===== src/rtl/spi_master_engine.sv =====
// Single-word SPI master shift engine (1..32 bits, MSB first, CPOL/CPHA 0..3) fed by CSR fields.
// Config is latched on start; all outputs are registered.
module spi_master_engine #(
  parameter int C_S_AXI_DATA_WIDTH = 32,
  parameter int NUM_CS = 4,
  parameter int DIV_WIDTH = 16,
  localparam int CS_W = (NUM_CS > 1) ? $clog2(NUM_CS) : 1
) (
  input  logic                          s_axi_aclk,
  input  logic                          s_axi_areset,
  input  logic                          start,
  input  logic [C_S_AXI_DATA_WIDTH-1:0] tx_data,
  input  logic [4:0]                    xfer_len,
  input  logic [DIV_WIDTH-1:0]          clk_div,
  input  logic                          cpol,
  input  logic                          cpha,
  input  logic [CS_W-1:0]               cs_sel,
  output logic                          busy,
  output logic                          done,
  output logic [C_S_AXI_DATA_WIDTH-1:0] rx_data,
  output logic                          sclk,
  output logic                          mosi,
  input  logic                          miso,
  output logic [NUM_CS-1:0]             cs_n
);

  typedef enum logic [2:0] {IDLE, SETUP, SHIFT, HOLD, DONE} state_t;

  state_t                        state;
  logic [C_S_AXI_DATA_WIDTH-1:0] tx_q;
  logic [C_S_AXI_DATA_WIDTH-1:0] rx_sr;
  logic [4:0]                    len_q;
  logic [4:0]                    bidx;
  logic [DIV_WIDTH-1:0]          div_q;
  logic [DIV_WIDTH-1:0]          hcnt;
  logic                          cpol_q;
  logic                          cpha_q;
  logic [6:0]                    ecnt;
  logic [6:0]                    edge_num;
  logic [6:0]                    two_n;
  logic                          tick;
  logic                          edge_now;
  logic                          leading;
  logic                          last_edge;
  logic [NUM_CS-1:0]             cs_dec;

  // Out-of-range selects decode to no active chip select.
  always_comb begin
    cs_dec = '1;
    for (int i = 0; i < NUM_CS; i++) begin
      if (int'(cs_sel) == i) cs_dec[i] = 1'b0;
    end
  end

  assign tick      = (hcnt == div_q);
  assign two_n     = {1'b0, len_q, 1'b0} + 7'd2;
  assign edge_num  = ecnt + 7'd1;
  assign leading   = edge_num[0];
  assign last_edge = (edge_num == two_n);
  // After the final edge SHIFT keeps running one more half period before HOLD.
  assign edge_now  = tick && ((state == SETUP) || ((state == SHIFT) && (ecnt != two_n)));

  always_ff @(posedge s_axi_aclk) begin
    if (s_axi_areset) begin
      state   <= IDLE;
      busy    <= 1'b0;
      done    <= 1'b0;
      rx_data <= '0;
      sclk    <= 1'b0;
      mosi    <= 1'b0;
      cs_n    <= '1;
      tx_q    <= '0;
      rx_sr   <= '0;
      len_q   <= '0;
      bidx    <= '0;
      div_q   <= '0;
      hcnt    <= '0;
      cpol_q  <= 1'b0;
      cpha_q  <= 1'b0;
      ecnt    <= '0;
    end else begin
      done <= 1'b0;
      case (state)
        IDLE: begin
          sclk <= cpol;
          if (start && !done) begin
            tx_q   <= tx_data;
            len_q  <= xfer_len;
            div_q  <= clk_div;
            cpol_q <= cpol;
            cpha_q <= cpha;
            bidx   <= xfer_len;
            hcnt   <= '0;
            ecnt   <= '0;
            rx_sr  <= '0;
            busy   <= 1'b1;
            cs_n   <= cs_dec;
            state  <= SETUP;
            if (!cpha) mosi <= tx_data[xfer_len];
          end
        end
        SETUP: if (tick) state <= SHIFT;
        SHIFT: if (tick && (ecnt == two_n)) state <= HOLD;
        HOLD:  if (tick) state <= DONE;
        DONE: begin
          done    <= 1'b1;
          busy    <= 1'b0;
          cs_n    <= '1;
          rx_data <= rx_sr;
          state   <= IDLE;
        end
        default: state <= IDLE;
      endcase

      if ((state == SETUP) || (state == SHIFT) || (state == HOLD)) begin
        hcnt <= tick ? '0 : hcnt + DIV_WIDTH'(1);
      end

      if (edge_now) begin
        sclk <= ~sclk;
        ecnt <= edge_num;
        if (leading) begin
          if (cpha_q) begin
            mosi <= tx_q[bidx];
            bidx <= bidx - 5'd1;
          end else begin
            rx_sr <= {rx_sr[C_S_AXI_DATA_WIDTH-2:0], miso};
          end
        end else begin
          if (cpha_q) begin
            rx_sr <= {rx_sr[C_S_AXI_DATA_WIDTH-2:0], miso};
          end else if (!last_edge) begin
            mosi <= tx_q[bidx - 5'd1];
            bidx <= bidx - 5'd1;
          end
        end
      end
    end
  end

endmodule

===== config.mk =====
export PLATFORM = sky130hd
export DESIGN_NAME = spi_master_engine
export DESIGN_NICKNAME = d
export VERILOG_FILES = /design/src/rtl/spi_master_engine.sv
export SDC_FILE = /design/constraint.sdc
export NUM_CORES = 1
export LEC_CHECK = 0
export ABC_AREA = 1
export ABC_CLOCK_PERIOD_IN_PS = 2750
export CAP_MARGIN = 20
export CORE_ASPECT_RATIO = 1.25
export CORE_MARGIN = 2
export CORE_UTILIZATION = 56
export DETAILED_ROUTE_END_ITERATION = 7
export GPL_TIMING_DRIVEN = 1
export PLACE_DENSITY = 0.83
export SETUP_SLACK_MARGIN = 0.02
export SLEW_MARGIN = 25
export SYNTH_ARGS = -nofsm -noshare
export SYNTH_HDL_FRONTEND = slang
export SYNTH_SLANG_ARGS = --single-unit

===== constraint.sdc =====
create_clock -name s_axi_aclk -period 2.75 [get_ports s_axi_aclk]
set_input_delay 0.275 -clock s_axi_aclk [delete_from_list [all_inputs] [get_ports s_axi_aclk]]
set_output_delay 0.275 -clock s_axi_aclk [all_outputs]
set_load 0.005 [all_outputs]

; ---- Yosys cells after proc, flatten, opt, wreduce, memory -nomap -nowiden
; Cells that the tools add are included.
[word_totals]
input_bits = 61
regBits = 157
out_inout_bits = 40
[op_classes]
muxes = 50
magnitude_cmp = 3
eq_ne = 15
n_reduce_logical = 20
n_addsub = 4
bitwise = 1
[ops]
columns = op, n
row1 = $mux W32, 6
row2 = $mux W16, 4
row3 = $mux W5, 7
row4 = $mux W7, 3
row5 = $mux W1, 19
row6 = $lt A5 B6 Y1 const B, 3
row7 = $add A16 B1 Y16 const B, 1
row8 = $eq A16 B16 Y1, 1
row9 = $bmux W1 S5, 3
row10 = $eq A7 B7 Y1, 2
row11 = $mux W3, 4
row12 = $pmux W3 S4, 1
row13 = $reduce_bool A2 Y1, 5
row14 = $pmux W4 S2, 1
row15 = $reduce_and A2 Y1, 4
row16 = $add A6 B2 Y7 const B, 1
row17 = $add A7 B1 Y7 const B, 1
row18 = $ne A7 B7 Y1, 1
row19 = $eq A3 B2 Y1 const B, 2
row20 = $ne A2 B2 Y1 const B, 3
row21 = $sub A5 B1 Y5 const B, 1
row22 = $eq A2 B2 Y1 const B, 2
row23 = $logic_and A1 B1 Y1, 4
row24 = $mux W4, 1
row25 = 11 further kinds, 13

; ---- Logic depth before layout (Yosys ltp)
; Gate-level depths: netlist of the first run.
[logic_depth]
ltp_word = 9
depth_mapped = 16
mapped_depth_nobuf = 16

; ---- Worst setup path before layout of the first run
; No wires, ideal clock.
[synth_timing]
path_kind = register to register
startpoint = register bidx[0]
endpoint = register mosi
slack_ns = 0.529
synth_period_minus_slack_ns = 2.221
setup_time_ns = 0.144
required_ns = 2.606
t_arrival_ns = 2.077
path_stages_with_launch = 15
cell_sequence = dfxtp_1 -> inv_1 -> clkbuf_1 -> clkbuf_1 -> ha_1 -> xor2_1 -> nand3_1 -> nand3_1 -> nand3_1 -> nand2_1 -> nand3_1 -> nand3_1 -> nand2_1 -> nand2_1 -> a21oi_1
[synth_between]
elab_chain_len = 7
[synth_rtl]
columns = item, line
row1 = start: declaration, 33  ; logic [4:0] bidx;
row2 = start signal: assignment, 92  ; bidx <= xfer_len;
row3 = start signal: assignment, 125  ; bidx <= bidx - 5'd1;
row4 = start signal: assignment, 134  ; bidx <= bidx - 5'd1;
row5 = $sub A5 B1 Y5, 133  ; mosi <= tx_q[bidx - 5'd1];
row6 = $bmux W1 S5, 133
row7 = $mux W1 (implied by the code), 133
row8 = $mux W1, 132  ; end else if (!last_edge) begin
row9 = $mux W1, 130  ; if (cpha_q) begin
row10 = $mux W1 (*), 122  ; if (leading) begin
row11 = $mux W1 (*), 119  ; if (edge_now) begin
row12 = end signal: assignment, 99  ; if (!cpha) mosi <= tx_data[xfer_len];
row13 = end signal: assignment, 124  ; mosi <= tx_q[bidx];
row14 = end signal: assignment, 133
row15 = end: declaration, 22  ; output logic mosi,
; Mark *: on every way between the ends. The rest lies on a longest branch, timed or not. The select of a mux whose other input is x is not followed.
; A chain may end at the register's enable or synchronous reset.

; ---- Worst setup path after layout of the first run
[layout_timing]
startpoint = register len_q[0]
endpoint = register ecnt[5]
[layout_between]
elab_chain_len = 7
[layout_rtl]
columns = item, line
row1 = start: declaration, 32  ; logic [4:0] len_q;
row2 = start signal: assignment, 88  ; len_q <= xfer_len;
row3 = $add A6 B2 Y7 (*), 56  ; assign two_n = {1'b0, len_q, 1'b0} + 7'd2;
row4 = $ne A7 B7 Y1 (*), 61  ; assign edge_now = tick && ((state == SETUP) || ((state == SHIFT) && (ecnt != two_n)));
row5 = $logic_and A1 B1 Y1 (*), 61
row6 = $logic_or A1 B1 Y1 (*), 61
row7 = $logic_and A1 B1 Y1 (*), 61
row8 = $reduce_bool A2 Y1 (no source line), -
row9 = $reduce_and A2 Y1 (no source line), -
row10 = end signal: assignment, 121  ; ecnt <= edge_num;
row11 = end: declaration, 38  ; logic [6:0] ecnt;
; Mark *: on every way between the ends. The rest lies on a longest branch, timed or not.

==> results of run 1 <==
power breakdown:
part	switching (mW)	internal, mW
sequential	0.231	2.58
combinational	1.37	0.774
clock	1.01	1.50
total	2.62	4.85
cell usage after synthesis (2+ instances only):
cell,count
nand2_1,271
dfxtp_1,157
nor2_1,148
o21ai_0,105
inv_1,94
nand3_1,87
a21oi_1,76
clkbuf_1,49
nor3b_2,21
a22o_1,20
xnor2_1,13
nor3_1,12
nand4_1,10
o211ai_1,9
inv_2,8
buf_2,7
o21ai_2,7
xor2_1,6
a211oi_1,4
buf_6,4
ha_1,4
nor3b_1,4
o21a_1,4
clkinv_1,3
nor4_1,2
logic make-up (layout without fill, tap and decap cells):
group	Yosys count	in the layout	share of synthesized area, %
simple gates	558	559	31.6
compound gates	231	231	17.0
fa+ha+maj	4	4	0.641
flops	157	157	40.2
xor+xnor	19	19	2.13
buf+inv	166	256	8.47
repair_timing:
| action | 4_1_cts | 5_1_grt |
|---|---|---|
| resized for setup | 0 | 1 |
| endpoints found under the setup margin | 0 | 32 |
| setup buffers | 0 | 0 |
layout make-up:
type / instances / area [um2]
timing repair buffer: 119 / 1140
inverter: 105 / 394
multi-input combinational: 813 / 4040
clock inverter: 13 / 176
tap: 175 / 219
sequential: 157 / 3140
fill: 1108 / 4190
clock buffer: 19 / 453
placed cells by master, fill, tap and decap left out, types with 19 or more instances in the layout:
master / n
nand2_1: 270
nor2_1: 147
buf_4: 19
dfxtp_1: 157
inv_1: 93
o21ai_0: 105
nand3_1: 87
a22o_1: 20
clkdlybuf4s50_1: 99
a21oi_1: 76
nor3b_2: 21
through the flow:
stage,instance area [um2],setup slack (ns),power [mW]
after floorplan,7810,0.529,4.33
after global placement,8910,0.240,4.89
after detailed placement,8910,0.162,4.94
after CTS,9540,0.113,7.45
after global routing,9560,0.00503,7.86
final,9560,0.253,7.46
routing by layer:
layer,vias to the layer above,share of wire (%),routed length (um),GRT usage (%)
met3,58,5.4,1130,6.33
met2,277,50,10500,48.7
met4,0,3.1,657,12.7
met1,3715,41,8690,32.6
li1,3856,-,-,-
met5,-,0,0,0
worst max-delay path: stages (launching register included):
cell and delay (ns):
dfxtp_1 0.48, ha_1 0.27, inv_1 0.05, nand2_1 0.08
nand2_1 0.08, nand2_1 0.06, nand2_1 0.05, nor2_1 0.10
nand4_1 0.14, nand2_2 0.14, a21oi_4 0.10, buf_4 0.19
nor2_1 0.42, nand2_1 0.10, a21oi_1 0.16
flip-flops by register name, indices dropped and copies added (netlist names), 4 cells and up:
name and flops:
bidx 5, cs_n 4, div_q 16, ecnt 7, hcnt 16, len_q 5
rx_data 32, rx_sr 32, tx_q 32
final timing paths:
kind / start / depth (start not counted) / endpoint
setup / recovery: len_q[0] / 14 / ecnt[5]
hold / removal: s_axi_areset / 3 / cs_n[1]
setup reg to reg: len_q[0] / 14 / ecnt[5]
hold reg to reg: rx_data[20] / 2 / rx_data[20]
==> metrics.yaml, run 1 <==
timing:
  holdWs_ns: 0.254
  relSlewSlack_pct: 53.1
  layout_min_cycle_time_ns: 2.50
  rsz0062_at_grt: "yes"
  hold_viol_final: 0
  fmax_mhz: 400
  tightest_slew_ns: 0.703
  finClkSkew_ns: 0.0100
  setup_viol: 0
  drv_slew: 0
  fin_setup_tns_ns: 0
  post-route-period-util_pct: 90.8
global_routing:
  grt_pass1_vias: 7317
  grt_pass1_wl_mm: 33.3
  grt_use_total_pct: 28.1
  grt_max_degree: 65
  gr-total-overflow: 0
  antenna_found_initial: 0
clock_network:
  cts_hold_buf: 0
  cts_inserted_buffers: 17
  htreeDepth: 4
  cts-root-buf: "clkbuf_16"
  cts_tree: "done"
  worstSkewPairLatency_ns: 0.43
  clkSinkCount: 157
  clockBufferDepth: 2
  clk_pin_slew_ns: 0.07
cells_and_area:
  instances_no_fill: 1401
  final_util_pct: 69.5
  layout.nets: 1278
  drive_gt1_share_pct: 7.83
  syn2layout_area_growth_pct: 22.4
  diodes: 0
power:
  peakVddDrop_uv: 577
  cellLeakagePower_nw: 3.99
  powerDensity_mw_per_mm2: 781
floorplan:
  core_mm2: 0.0138
  core.rowCount: 48
  ios: 101
  initial_core_util_pct: 56.8
  die_area_mm2: 0.0149
  die_x_um: 110
  die_h_um: 136
critical_path:
  critPathRequiredTime_ns: 3.10
  crit_arrival_ns: 2.85
  end_kind: "flop"
  crit_fanout: 9
  startpoint_type: "flop"
  r2r_slack_ns: 0.25
  worstSetupPathType: "reg2reg"
logic_synthesis:
  syn_area_per_cell_um2: 6.88
  async_reset_ff_share_pct: 0
  ys_seq_elements: 157
  yosys_most_used_dff: "dfxtp_1"
  synth_edf_count: 0
  netlist_area_mm2: 0.00781
  synth_cell_types: 35
  yosys-top-cells-area: "dfxtp_1, nand2_1, nor2_1"
  yosys_warnings: 0
  syn_nets: 1200
  seq_area_frac_synth_pct: 40.2
  yosysTopAreaCellShare_pct: 40.2
  yosysTopAreaCell: "dfxtp_1"
  syn_inst: 1135
detailed_routing:
  wl_mm: 21.0
  wl_per_cell_um: 15.0
  drt_iter0_drc: 485
  drc: 0
  first_pass_iters: 5
  viasPerCell: 5.64
  routed-via-count: 7906
  ant_nets: 0
job:
  drv_cap: 0
placement:
  dp.cells: 1368
  dp_hpwl_mm: 13.9
  globalplace.congestion: 0.907
  port_buffers: 100
status:
  outcome: "completed"
worst_hold_path:
  hold_class: "in2reg"
(Power assumes the default switching activity.)
==> inputs of run 2 (changes only) <==
REMOVE_ABC_BUFFERS = 1   (was unset)
==> run 2 against run 1 <==
Cell count is 0.14% higher. Combinational power barely moved. Fmax grew 4.8%. Hold slack lost 0.097 ns. Sequential cell count did not move. Critical endpoint is now rx_sr[1]. Largest cell class unchanged.
==> metrics.yaml, run 2 (synthesis results as in run 1) <==
power:
  intPower_mw: 4.81  # -0.68%
  swShare_pct: 34.5  # -0.50 points
  cellLeakagePower_nw: 3.99  # +0.17%
  peakVddDrop_uv: 448  # -22%
  power_mw: 7.36  # -1.4%
  p_clk_share_pct: 32.7  # -0.9 points
  combPwrFrac_pct: 29.2  # +0.4 points
  pwr-share-seq_pct: 38.0  # +0.4 points
  powerDensity_mw_per_mm2: 769  # -1.6%
  switchingPower_mw: 2.54  # -2.9%
job:
  drv_cap: 0  # unchanged
critical_path:
  crit_arrival_ns: 2.73  # -0.12 ns
  startpoint_type: "flop"
  crit_path_end: "rx_sr[1]"
  reg2reg_from: "len_q[0]"
  r2r_slack_ns: 0.37  # +0.11 ns
  end_kind: "flop"
  crit_fanout: 24  # +15
  cp_num_cells: 13  # -1
  worstPathCellList: "ha_1, nand3_1, nand2_1, nand2_1, nand2_1, nand2_1, nand4_1, nand2_2, a21oi_4, nand3_4, buf_12, nand2_1, nor3b_1"
  worstSetupPathType: "reg2reg"
  path_buf_inv: 1  # -1
  critPathRequiredTime_ns: 3.09  # about the same
  r2r_cells: 13  # -1
  startpoint: "len_q[0]"
  worst_path_largest_cell_delay_ns: 0.48  # about the same
  cpMostUsedCell: "nand2_1"
  cp_slowest_cell: "dfxtp_1"
  reg2reg_to: "rx_sr[1]"
  critPathTopFamily: "simple AND/OR/NAND/NOR gates"
detailed_routing:
  ant_nets: 0  # unchanged
  routed-via-count: 7697  # -2.6%
  wl_mm: 20.1  # -4.4%
  wl_per_cell_um: 14.3  # -4.6%
  drt_iter0_drc: 572  # +18%
  drc: 0  # unchanged
  viasPerCell: 5.49  # -2.8%
  first_pass_iters: 5  # unchanged
global_routing:
  use_met3_pct: 6.14  # -0.19 points
  grt_pass1_vias: 7159  # -2.2%
  met1_usage_pct: 33.6  # +1.0 points
  grtUsageMet2_pct: 47.7  # -0.99 points
  grt_max_degree: 41  # -37%
  grt_most_used_layer: "met2"
  gr-total-overflow: 0  # unchanged
  grt_pass1_wl_mm: 33.0  # -0.72%
  grt_use_total_pct: 27.7  # -0.37 points
  antenna_found_initial: 0  # unchanged
clock_network:
  htreeDepth: 4  # unchanged
  cts_resized: 0  # unchanged
  cts_setup_buffers: 0  # unchanged
  cts_tree: "done"
  worstSkewPairLatency_ns: 0.43  # about the same
  cts-root-buf: "clkbuf_16"
  clk_pin_slew_ns: 0.06  # about the same
  clockBufferDepth: 2  # unchanged
  clkSinkCount: 157  # unchanged
  cts_hold_buf: 0  # unchanged
  cts_inserted_buffers: 17  # unchanged
timing:
  layout_min_cycle_time_ns: 2.38  # -0.114 ns
  hold_viol_final: 0  # unchanged
  tightest_slew_ns: 0.661  # -0.0422 ns
  finClkSkew_ns: 0.00648  # -0.00354 ns
  setup_viol: 0  # unchanged
  drv_slew: 0  # unchanged
  post-route-period-util_pct: 86.6  # -4.2 points
  fmax_mhz: 420  # +4.8%
  relSlewSlack_pct: 55.9  # +2.8 points
  rsz0062_at_grt: "no"
  holdWs_ns: 0.158  # -0.0966 ns
status:
  outcome: "completed"
floorplan:
  die_x_um: 110  # unchanged
  core.rowCount: 48  # unchanged
  die_area_mm2: 0.0149  # unchanged
  die_h_um: 136  # unchanged
  core_mm2: 0.0138  # unchanged
  ios: 101  # unchanged
  initial_core_util_pct: 56.8  # unchanged
worst_hold_path:
  hold_class: "in2reg"
cells_and_area:
  diodes: 0  # unchanged
  instances_no_fill: 1403  # +0.14%
  layout_commonest_cell: "nand2_1"
  reg_top3: "rx_data x32, rx_sr x32, tx_q x32"
  layout.nets: 1280  # +0.16%
  drive_gt1_share_pct: 7.98  # +0.15 points
  nFillCells: 1151  # +3.9%
  layout_common_cells: "nand2_1, dfxtp_1, nor2_1"
  syn2layout_area_growth_pct: 22.5
placement:
  dp_hpwl_mm: 13.5  # -2.4%
  port_buffers: 100  # unchanged
  globalplace.congestion: 0.919  # +1.4%
  dp.cells: 1371  # +0.22%
[run 2: worst min path at each step]
stage	startpoint	end	slack [ns]	cells past startpoint
after floorplan	s_axi_areset	ecnt[0]	0.34	1
after global placement	rx_data[20]	rx_data[20]	0.43	2
after detailed placement	rx_data[20]	rx_data[20]	0.44	2
after CTS	s_axi_areset	rx_sr[31]	0.15	2
after global routing	s_axi_areset	rx_sr[30]	0.16	2
final	s_axi_areset	rx_sr[30]	0.16	2
[run 2: worst register-to-register path, stage by stage, from the launching register on]
cell     delay (ns)
dfxtp_1        0.48
ha_1           0.27
nand3_1        0.10
nand2_1        0.09
nand2_1        0.08
nand2_1        0.07
nand2_1        0.05
nand4_1        0.10
nand2_2        0.09
a21oi_4        0.16
nand3_4        0.27
buf_12         0.27
nand2_1        0.06
nor3b_1        0.21
[run 2: metrics by stage]
step / setup slack [ns] / utilization [%] / TNS (ns) / area (um2)
finish: 0.367 / 69.6 / 0 / 9570
global route: 0.118 / 69.6 / 0 / 9570
CTS: 0.387 / 69.6 / 0 / 9570
detailed placement: 0.420 / 65.2 / 0 / 8960
global placement: 0.491 / 65.2 / 0 / 8960
floorplan: -1.24 / - / -45.08 / 7550
[run 2: layout make-up]
cell class	instances	area, um2	area share, %
well taps	175	219	2.29
multi-input cells	812	4020	42.0
clock inverters	13	164	1.71
repair buffers	122	1190	12.4
inverters	105	394	4.12
flip-flops and latches	157	3140	32.8
clock buffers	19	443	4.63
[run 2: routing by layer]
| metal | part of all wire [%] | wire length [um] |
|---|---|---|
| met1 | 43 | 8540 |
| met5 | 0 | 0 |
| met2 | 49 | 9900 |
| met3 | 5.7 | 1150 |
| met4 | 2.4 | 487 |
[run 2: power groups by stage]
stage / Clock, mW / Sequential [mW] / Combinational [mW]
after floorplan: 0 / 2.80 / 1.44
after global placement: 0 / 2.83 / 2.06
after detailed placement: 0 / 2.84 / 2.11
after CTS: 2.44 / 2.79 / 2.13
after global routing: 2.53 / 2.83 / 2.43
final: 2.41 / 2.80 / 2.15
==> inputs of run 3 (changes only) <==
ABC_CLOCK_PERIOD_IN_PS = 2200   (was 2750)
PLACE_DENSITY = unset   (was 0.83)
PLACE_DENSITY_LB_ADDON = 0.1   (was unset)
clock period = 2.2 ns   (was 2.75 ns; I/O delays follow)
==> run 3 against run 2 <==
Combinational power is 35% higher. Non-clock buffer count grew 28. Sequential power grew 24%. Sequential share of layout area decreased by 1.0 points. Cell count grew 2.0%. Total power rose by 28%. Clock-buffer cell count shrank 2. Hold slack better by 0.0038 ns. Die area unchanged. Critical path depth is 1 lower. Largest cell class unchanged.
==> metrics.yaml, run 3 (synthesis results as in run 1) <==
critical_path:
  end_kind: "flop"
  critPathRequiredTime_ns: 2.49  # -0.60 ns
  worstSetupPathType: "reg2reg"
  crit_arrival_ns: 2.33  # -0.40 ns
  startpoint_type: "flop"
  crit_fanout: 23  # -4.2%
global_routing:
  use_met3_pct: 4.75  # -1.4 points
  gr-total-overflow: 0  # unchanged
  antenna_found_initial: 0  # unchanged
  grt_use_total_pct: 26.7  # -1.1 points
  grt_most_used_layer: "met2"
  grt_max_degree: 41  # unchanged
  met1_usage_pct: 32.5  # -1.1 points
  grt_pass1_vias: 6935  # -3.1%
  grtUsageMet2_pct: 46.1  # -1.6 points
  grt_pass1_wl_mm: 31.8  # -3.8%
cells_and_area:
  layout_commonest_cell: "nand2_1"
  instances_no_fill: 1431  # +2.0%
  diodes: 0  # unchanged
  final_util_pct: 71.9  # +2.3 points
  syn2layout_area_growth_pct: 26.6
  design_area_mm2: 0.00989  # +3.4%
  layout.nets: 1308  # +2.2%
  layout_common_cells: "nand2_1, dfxtp_1, nor2_1"
  reg_top3: "rx_data x32, rx_sr x32, tx_q x32"
  drive_gt1_share_pct: 11.4  # +3.4 points
clock_network:
  worstSkewPairLatency_ns: 0.42  # about the same
  clkSinkCount: 157  # unchanged
  htreeDepth: 4  # unchanged
  cts-root-buf: "clkbuf_16"
  cts_tree: "done"
  clk_pin_slew_ns: 0.06  # about the same
  clockBufferDepth: 2  # unchanged
  cts_hold_buf: 0  # unchanged
  cts_inserted_buffers: 17  # unchanged
floorplan:
  die_x_um: 110  # unchanged
  ios: 101  # unchanged
  core_mm2: 0.0138  # unchanged
  core.rowCount: 48  # unchanged
  initial_core_util_pct: 56.8  # unchanged
  die_h_um: 136  # unchanged
  die_area_mm2: 0.0149  # unchanged
status:
  outcome: "completed"
timing:
  fmax_mhz: 491  # +17%
  layout_min_cycle_time_ns: 2.04  # -0.346 ns
  finClkSkew_ns: 0.00701  # +0.000523 ns
  drv_slew: 0  # unchanged
  fin_setup_tns_ns: 0  # unchanged
  tightest_slew_ns: 0.598  # -0.0626 ns
  setup_viol: 0  # unchanged
  post-route-period-util_pct: 92.6  # +5.9 points
  holdWs_ns: 0.161  # +0.00379 ns
  relSlewSlack_pct: 60.1  # +4.2 points
  hold_viol_final: 0  # unchanged
  rsz0062_at_grt: "yes"
job:
  drv_cap: 0  # unchanged
detailed_routing:
  drt_iter0_drc: 539  # -5.8%
  first_pass_iters: 7  # +2
  drc: 0  # unchanged
  viasPerCell: 5.39  # -1.7%
  wl_per_cell_um: 13.9  # -3.1%
  wl_mm: 19.8  # -1.1%
  ant_nets: 0  # unchanged
  routed-via-count: 7720  # +0.30%
power:
  peakVddDrop_uv: 672  # +50%
  cellLeakagePower_nw: 4.18  # +4.7%
  powerDensity_mw_per_mm2: 952  # +24%
placement:
  globalplace.congestion: 0.905  # -1.5%
  dp.cells: 1394  # +1.7%
  port_buffers: 100  # unchanged
  place_area_mm2: 0.00917  # +2.3%
  dp_hpwl_mm: 13.9  # +2.7%
worst_hold_path:
  hold_class: "in2reg"
==> run 3: final cells by class <==
class | instances | area [um2]
multi-input cells | 812 | 4090
fillers | 1182 | 3860
flip-flops and latches | 157 | 3150
repair buffers | 150 | 1440
clock buffers | 17 | 425
inverters | 105 | 394
well taps | 175 | 219
clock inverters | 15 | 184
==> run 3: stage by stage <==
stage	setup slack (ns)	total power [mW]
CTS	0.119	9.42
global placement	0.124	6.30
global route	-0.00457	10.0
finish	0.163	9.42
detailed placement	0.138	6.36
floorplan	-1.79	5.31
==> run 3: per-layer routing <==
metal | up-vias | wire length (um)
li1 | 3920 | -
met1 | 3545 | 8650
met2 | 219 | 9810
met3 | 36 | 934
met4 | 0 | 448
met5 | - | 0
==> run 3: path summary, 6_finish.rpt <==
kind	startpoint	depth (start not counted)	slack (ns)	endpoint
min	s_axi_areset	2	0.16	bidx[3]
min reg2reg	rx_data[20]	2	0.45	rx_data[20]
max	len_q[0]	12	0.16	rx_sr[8]
max reg2reg	len_q[0]	12	0.16	rx_sr[8]
==> run 3: where the power goes <==
part           total [mW]  internal (mW)  switching (mW)
Combinational        2.91           1.14            1.77
Sequential           3.47           3.22           0.245
Clock                3.05           1.81            1.24
==> run 3: timing repair <==
action / in CTS / in global routing
resized for setup: 0 / 21
setup buffers: 0 / 5
endpoints found under the setup margin: 0 / 47
==> run 3: worst max-delay path, stage by stage, from the launching register on <==
cell	delay [ns]
dfxtp_1	0.32
ha_2	0.33
inv_1	0.06
a21oi_2	0.10
nand3_1	0.08
nor2_2	0.15
nand4_1	0.11
nand2_2	0.13
a21oi_4	0.08
nand3_4	0.16
buf_12	0.18
nand2_1	0.06
nor3b_2	0.15
